$ cat config.mk
export PLATFORM = sky130hd
export DESIGN_NAME = uart
export DESIGN_NICKNAME = d
export VERILOG_FILES = /design/src/rtl/uart.sv
export SDC_FILE = /design/constraint.sdc
export NUM_CORES = 1
export LEC_CHECK = 0
export CAP_MARGIN = 20
export CORE_ASPECT_RATIO = 0.6
export CORE_MARGIN = 2
export CORE_UTILIZATION = 55
export DETAILED_ROUTE_END_ITERATION = 6
export PLACE_DENSITY_LB_ADDON = 0.1
export SLEW_MARGIN = 20
export SYNTH_ARGS = -nofsm -noshare
export SYNTH_HDL_FRONTEND = slang
export SYNTH_SLANG_ARGS = --single-unit
$ cat constraint.sdc
create_clock -name clk -period 2 [get_ports clk]
set_input_delay 0.4 -clock clk [delete_from_list [all_inputs] [get_ports clk]]
set_output_delay 0.4 -clock clk [all_outputs]
set_load 0.02 [all_outputs]
$ cat src/rtl/uart.sv
// uart: baud tick generator, 8N1 transmitter and 16x-oversampling receiver fed by an internal loopback line.
// Optional even parity bit between data and stop when UART_PARITY_EN is defined.
module uart #(
  parameter int DBIT    = 8,
  parameter int SB_TICK = 16,
  parameter int DVSR    = 54,
  parameter int DVSR_W  = 8
) (
  input  logic       clk,
  input  logic       reset,
  input  logic       tx_start,
  input  logic [7:0] din,
  output logic       tx_done_tick,
  output logic       rx_done_tick,
  output logic [7:0] dout,
  output logic       s_tick
);
  localparam int NW = DBIT > 1 ? $clog2(DBIT) : 1;
  typedef enum logic [2:0] {
    IDLE,
    START,
    DATA,
`ifdef UART_PARITY_EN
    PAR,
`endif
    STOP
  } state_t;
  logic [DVSR_W-1:0] cnt;
  state_t tx_st, tx_st_n, rx_st, rx_st_n;
  logic [3:0] tx_s, tx_s_n, rx_s, rx_s_n;
  logic [NW-1:0] tx_n, tx_n_n, rx_n, rx_n_n;
  logic [DBIT-1:0] tx_b, tx_b_n, rx_b, rx_b_n;
  logic tx_line, tx_line_n, rx_done_n;
`ifdef UART_PARITY_EN
  logic tx_p, tx_p_n, rx_perr, rx_perr_n;
`endif
  assign s_tick = cnt == DVSR_W'(DVSR - 1);
  always_ff @(posedge clk or negedge reset) begin
    if (!reset) begin
      cnt          <= '0;
      tx_st        <= IDLE;
      tx_s         <= '0;
      tx_n         <= '0;
      tx_b         <= '0;
      tx_line      <= 1'b1;
      rx_st        <= IDLE;
      rx_s         <= '0;
      rx_n         <= '0;
      rx_b         <= '0;
      rx_done_tick <= 1'b0;
      dout         <= '0;
`ifdef UART_PARITY_EN
      tx_p         <= 1'b0;
      rx_perr      <= 1'b0;
`endif
    end else begin
      cnt          <= s_tick ? '0 : cnt + 1'b1;
      tx_st        <= tx_st_n;
      tx_s         <= tx_s_n;
      tx_n         <= tx_n_n;
      tx_b         <= tx_b_n;
      tx_line      <= tx_line_n;
      rx_st        <= rx_st_n;
      rx_s         <= rx_s_n;
      rx_n         <= rx_n_n;
      rx_b         <= rx_b_n;
      rx_done_tick <= rx_done_n;
      dout         <= rx_done_n ? 8'(rx_b) : dout;
`ifdef UART_PARITY_EN
      tx_p         <= tx_p_n;
      rx_perr      <= rx_perr_n;
`endif
    end
  end
  // Tick counters wrap 15 -> 0 by width, so a full 16-tick bit needs no explicit clear.
  always_comb begin
    tx_st_n      = tx_st;
    tx_s_n       = tx_s;
    tx_n_n       = tx_n;
    tx_b_n       = tx_b;
    tx_line_n    = 1'b1;
    tx_done_tick = 1'b0;
`ifdef UART_PARITY_EN
    tx_p_n       = tx_p;
`endif
    case (tx_st)
      IDLE: if (tx_start) begin
        tx_st_n = START;
        tx_s_n  = '0;
        tx_b_n  = din[DBIT-1:0];
`ifdef UART_PARITY_EN
        tx_p_n  = ^din[DBIT-1:0];
`endif
      end
      START: begin
        tx_line_n = 1'b0;
        if (s_tick) begin
          tx_s_n = tx_s + 1'b1;
          if (tx_s == 4'd15) begin
            tx_st_n = DATA;
            tx_n_n  = '0;
          end
        end
      end
      DATA: begin
        tx_line_n = tx_b[0];
        if (s_tick) begin
          tx_s_n = tx_s + 1'b1;
          if (tx_s == 4'd15) begin
            tx_b_n = tx_b >> 1;
            tx_n_n = tx_n + 1'b1;
`ifdef UART_PARITY_EN
            if (tx_n == NW'(DBIT - 1)) tx_st_n = PAR;
`else
            if (tx_n == NW'(DBIT - 1)) tx_st_n = STOP;
`endif
          end
        end
      end
`ifdef UART_PARITY_EN
      PAR: begin
        tx_line_n = tx_p;
        if (s_tick) begin
          tx_s_n = tx_s + 1'b1;
          if (tx_s == 4'd15) tx_st_n = STOP;
        end
      end
`endif
      STOP: if (s_tick) begin
        tx_s_n = tx_s + 1'b1;
        if (tx_s == 4'(SB_TICK - 1)) begin
          tx_st_n      = IDLE;
          tx_done_tick = 1'b1;
        end
      end
      default: tx_st_n = IDLE;
    endcase
  end
  // Receiver samples the registered tx line at mid-bit (s=7 in start, then every 16 ticks).
  always_comb begin
    rx_st_n   = rx_st;
    rx_s_n    = rx_s;
    rx_n_n    = rx_n;
    rx_b_n    = rx_b;
    rx_done_n = 1'b0;
`ifdef UART_PARITY_EN
    rx_perr_n = rx_perr;
`endif
    case (rx_st)
      IDLE: if (!tx_line) begin
        rx_st_n = START;
        rx_s_n  = '0;
      end
      START: if (s_tick) begin
        rx_s_n = rx_s + 1'b1;
        if (rx_s == 4'd7) begin
          rx_s_n  = '0;
          rx_n_n  = '0;
          rx_st_n = tx_line ? IDLE : DATA;
`ifdef UART_PARITY_EN
          rx_perr_n = 1'b0;
`endif
        end
      end
      DATA: if (s_tick) begin
        rx_s_n = rx_s + 1'b1;
        if (rx_s == 4'd15) begin
          rx_b_n = {tx_line, rx_b[DBIT-1:1]};
          rx_n_n = rx_n + 1'b1;
`ifdef UART_PARITY_EN
          if (rx_n == NW'(DBIT - 1)) rx_st_n = PAR;
`else
          if (rx_n == NW'(DBIT - 1)) rx_st_n = STOP;
`endif
        end
      end
`ifdef UART_PARITY_EN
      PAR: if (s_tick) begin
        rx_s_n = rx_s + 1'b1;
        if (rx_s == 4'd15) begin
          rx_perr_n = tx_line ^ (^rx_b);
          rx_st_n   = STOP;
        end
      end
`endif
      STOP: if (s_tick) begin
        rx_s_n = rx_s + 1'b1;
        if (rx_s == 4'(SB_TICK - 1)) begin
          rx_st_n   = IDLE;
`ifdef UART_PARITY_EN
          rx_done_n = !rx_perr;
`else
          rx_done_n = 1'b1;
`endif
        end
      end
      default: rx_st_n = IDLE;
    endcase
  end
endmodule

==> results.sh <==
export IMPL_synth_area_leaders="dfrtp_1 (50%), mux2_2 (13%), ha_1 (6.3%), mux2_4 (4.7%), xnor2_1 (2.0%)"
export IMPL_grt_pass1_vias=1841
export IMPL_vias=1708
export IMPL_synth_seq_cells=52
export IMPL_avgSynthCellArea_um2=12.8
export IMPL_dr_pass1_iters=6
export IMPL_layout_min_cycle_time_ns=2.11
export IMPL_post_drt_wl_per_cell_um=15.7
export IMPL_synthTopCellsByCount="dfrtp_1 (51), mux2_2 (29), ha_1 (13)"
export IMPL_rr_endpoint="rx_st[1]"
export IMPL_pin_count=22
export IMPL_synth_top_area_cell="dfrtp_1"
export IMPL_crit_required_ns=1.60
export IMPL_die_height_um=56.9
export IMPL_ys_seq_area_frac=0.508
export IMPL_worst_pin_slew_ns=0.657
export IMPL_p_per_area_mw_per_mm2=874
export IMPL_root_buffer="clkbuf_8"
export IMPL_cts_tree="done"
export IMPL_yosysUniqueCellTypes=49
export IMPL_num_fill_cells=340
export IMPL_finalSetupViolCount=1
export IMPL_grt_usage=0.211
export IMPL_crit_family="simple AND/OR/NAND/NOR gates"
export IMPL_synth_most_common_cell="dfrtp_1"
export IMPL_numPortBuffers=21
export IMPL_crit_path_end_kind="primary output"
export IMPL_slew_headroom=0.562
export IMPL_startpoint_type="flop"
export IMPL_period_share=1.06
export IMPL_critPathSlowestCell="dfrtp_1"
export IMPL_antenna_cells=0
export IMPL_ys_async_sr_fraction=1.00
export IMPL_initial_core_util=0.565
export IMPL_cts_buffers=5
export IMPL_rsz0062_at_grt="true"
export IMPL_worst_endpoint_arrival_ns=1.71
export IMPL_syn_nets=225
export IMPL_antenna_found_initial=0
export IMPL_fin_ws_ns=-0.111
export IMPL_clkTransAtPathRegs_ns=0.09
export IMPL_cts_sinks=52
export IMPL_place_ws_ns=-0.344
export IMPL_max_freq_ghz=0.474
export IMPL_slowest_delay_ns=0.40
export IMPL_dpl_hpwl_um=3520
export IMPL_nNetsFinal=273
export IMPL_grt_max_degree=53
export IMPL_routed_wl_um=4930
export IMPL_cts_hold_buffers=0
export IMPL_core_mm2=0.00454
export IMPL_grt_pass1_wl_um=8490
export IMPL_timing_rr_start="rx_n[0]"
export IMPL_path_max_fanout=2
export IMPL_timing_critical_path_buf_inv=2
export IMPL_synthFlopType="dfrtp_1"
export IMPL_clk_latency_ns=0.30
export IMPL_ys_warn_count=0
export IMPL_rows=19
export IMPL_cp_cell_sequence="inv_2, ha_4, or3b_4, nor3_4, and2_4, buf_6"
export IMPL_grt_overflow_total=0
export IMPL_synth_top_area_share=0.497
export IMPL_ff2ff_setup_slack_ns=0.06
export IMPL_run_status="complete, but fails checks"
export IMPL_synth_cells=201
export IMPL_clk_path_buf_depth=2
export IMPL_p_leak_nw=1.50
export IMPL_crit_type="flop to primary output"
export IMPL_die_area_mm2=0.00525
export IMPL_reg2reg_depth=6
export IMPL_placed_area_mm2=0.00300
export IMPL_drt_iter0_drc=62
export IMPL_via_per_inst=5.46
export IMPL_drc=0
export IMPL_gp_congestion=0.816
export IMPL_fin_area_mm2=0.00312
export IMPL_htreeDepth=2
export IMPL_cts_setup_buffers=0
export IMPL_hold_violations=0
export IMPL_maxCapViolations=0
export IMPL_drtAntennaViolNets=0
export IMPL_fin_skew_ns=0.00673
export IMPL_syn_to_final_growth_pct=21.5
export IMPL_layout_drive_gt1_share=0.368
export IMPL_syn_area_mm2=0.00257
export IMPL_die_w_um=92.2
export IMPL_final_max_slew_viol_count=0
export IMPL_peakVddDrop_mv=0.784
export IMPL_violations="negative setup slack"
export IMPL_synth_edf_count=0
export IMPL_hold_class="input port to asynchronous set/reset pin"
-- cells in the final DEF, fill, tap and decap left out, drive strengths merged --
cell type	count
o211ai	1
nor4	1
ha	13
and4bb	1
and3	2
o31ai	1
mux2	37
xor2	3
nand2	8
clkbuf	6
and2b	1
a21oi	2
a21o	1
or2	2
nand4	1
xnor2	6
nor3	6
or3b	1
clkinv	2
nor2	11
and2	1
a211oi	1
dfstp	1
a21bo	1
dfrtp	51
a22o	5
nand3	8
o22ai	3
nor3b	1
or3	1
a31oi	3
o21ai	8
inv	8
and4b	1
nand4b	1
clkdlybuf4s50	18
buf	28
mux2i	1
and4	3
-- registers in the layout, summed over array words and instances, names as in the netlist --
| register | cells |
|---|---|
| cnt | 8 |
| dout | 8 |
| rx_b | 8 |
| tx_b | 8 |
| rx_s | 4 |
| tx_s | 4 |
| rx_n | 3 |
| tx_n | 3 |
| rx_st | 2 |
| tx_st | 2 |
| rx_done_tick | 1 |
| tx_line | 1 |
-- power by group --
part / internal, mW / leakage, nW / switching [mW]
Clock: 0.277 / 0.0510 / 0.336
Sequential: 1.18 / 0.682 / 0.0862
Combinational: 0.473 / 0.764 / 0.374
-- cell type report --
type / count / area [um^2] / area share
sequential: 52 / 1300 / 0.418
clock inverter: 2 / 10.0 / 0.00321
multi-input combinational: 136 / 1220 / 0.393
timing repair buffer: 46 / 389 / 0.125
tap: 63 / 78.8 / 0.0253
inverter: 8 / 30.0 / 0.00963
clock buffer: 6 / 82.6 / 0.0265
-- per-layer routing --
layer  up-vias  GRT usage  part of all wire
met5         -          0                 0
met4         0     0.0704             0.011
met3         7     0.0470             0.026
met2        26      0.355              0.48
met1       860      0.276              0.48
li1        815          -                 -
-- cell families (layout without fill, tap and decap cells) --
kind of cell    after synthesis  after routing  synth area share
flops                        52             52             0.508
simple gates                 50             50             0.121
mux                          38             38             0.178
compound gates               26             26            0.0712
fa+ha+maj                    13             13            0.0634
buf+inv                      13             62            0.0278
xor+xnor                      9              9            0.0307
-- per-stage QoR --
step	utilization	TNS (ns)	total power, mW	hold WS, ns	instances
5_1_grt	0.687	-0.202	2.89	0.250	313
2_1_floorplan	-	0	1.93	0.104	201
6_report	0.687	-0.111	2.73	0.196	313
3_5_place_dp	0.660	-0.356	2.11	0.463	305
4_1_cts	0.683	-0.164	2.73	0.224	313
3_3_place_gp	0.660	-0.283	2.06	0.466	305
-- what timing repair did --
item,in CTS,in global routing
pin swaps,2,0
gates cloned,0,0
resized for setup,12,6
endpoints found under the setup margin,2,17
-- worst max path at each step --
stage	start	endpoint	cells after the start	slack (ns)
final	cnt[1]	tx_done_tick	6	-0.11
after global routing	cnt[1]	tx_done_tick	6	-0.20
after CTS	cnt[1]	tx_done_tick	6	-0.16
after detailed placement	cnt[1]	tx_done_tick	6	-0.34
after global placement	cnt[1]	tx_done_tick	6	-0.28
after floorplan	rx_n[0]	rx_st[1]	6	0.16
Power figures use the tool's default switching activity.
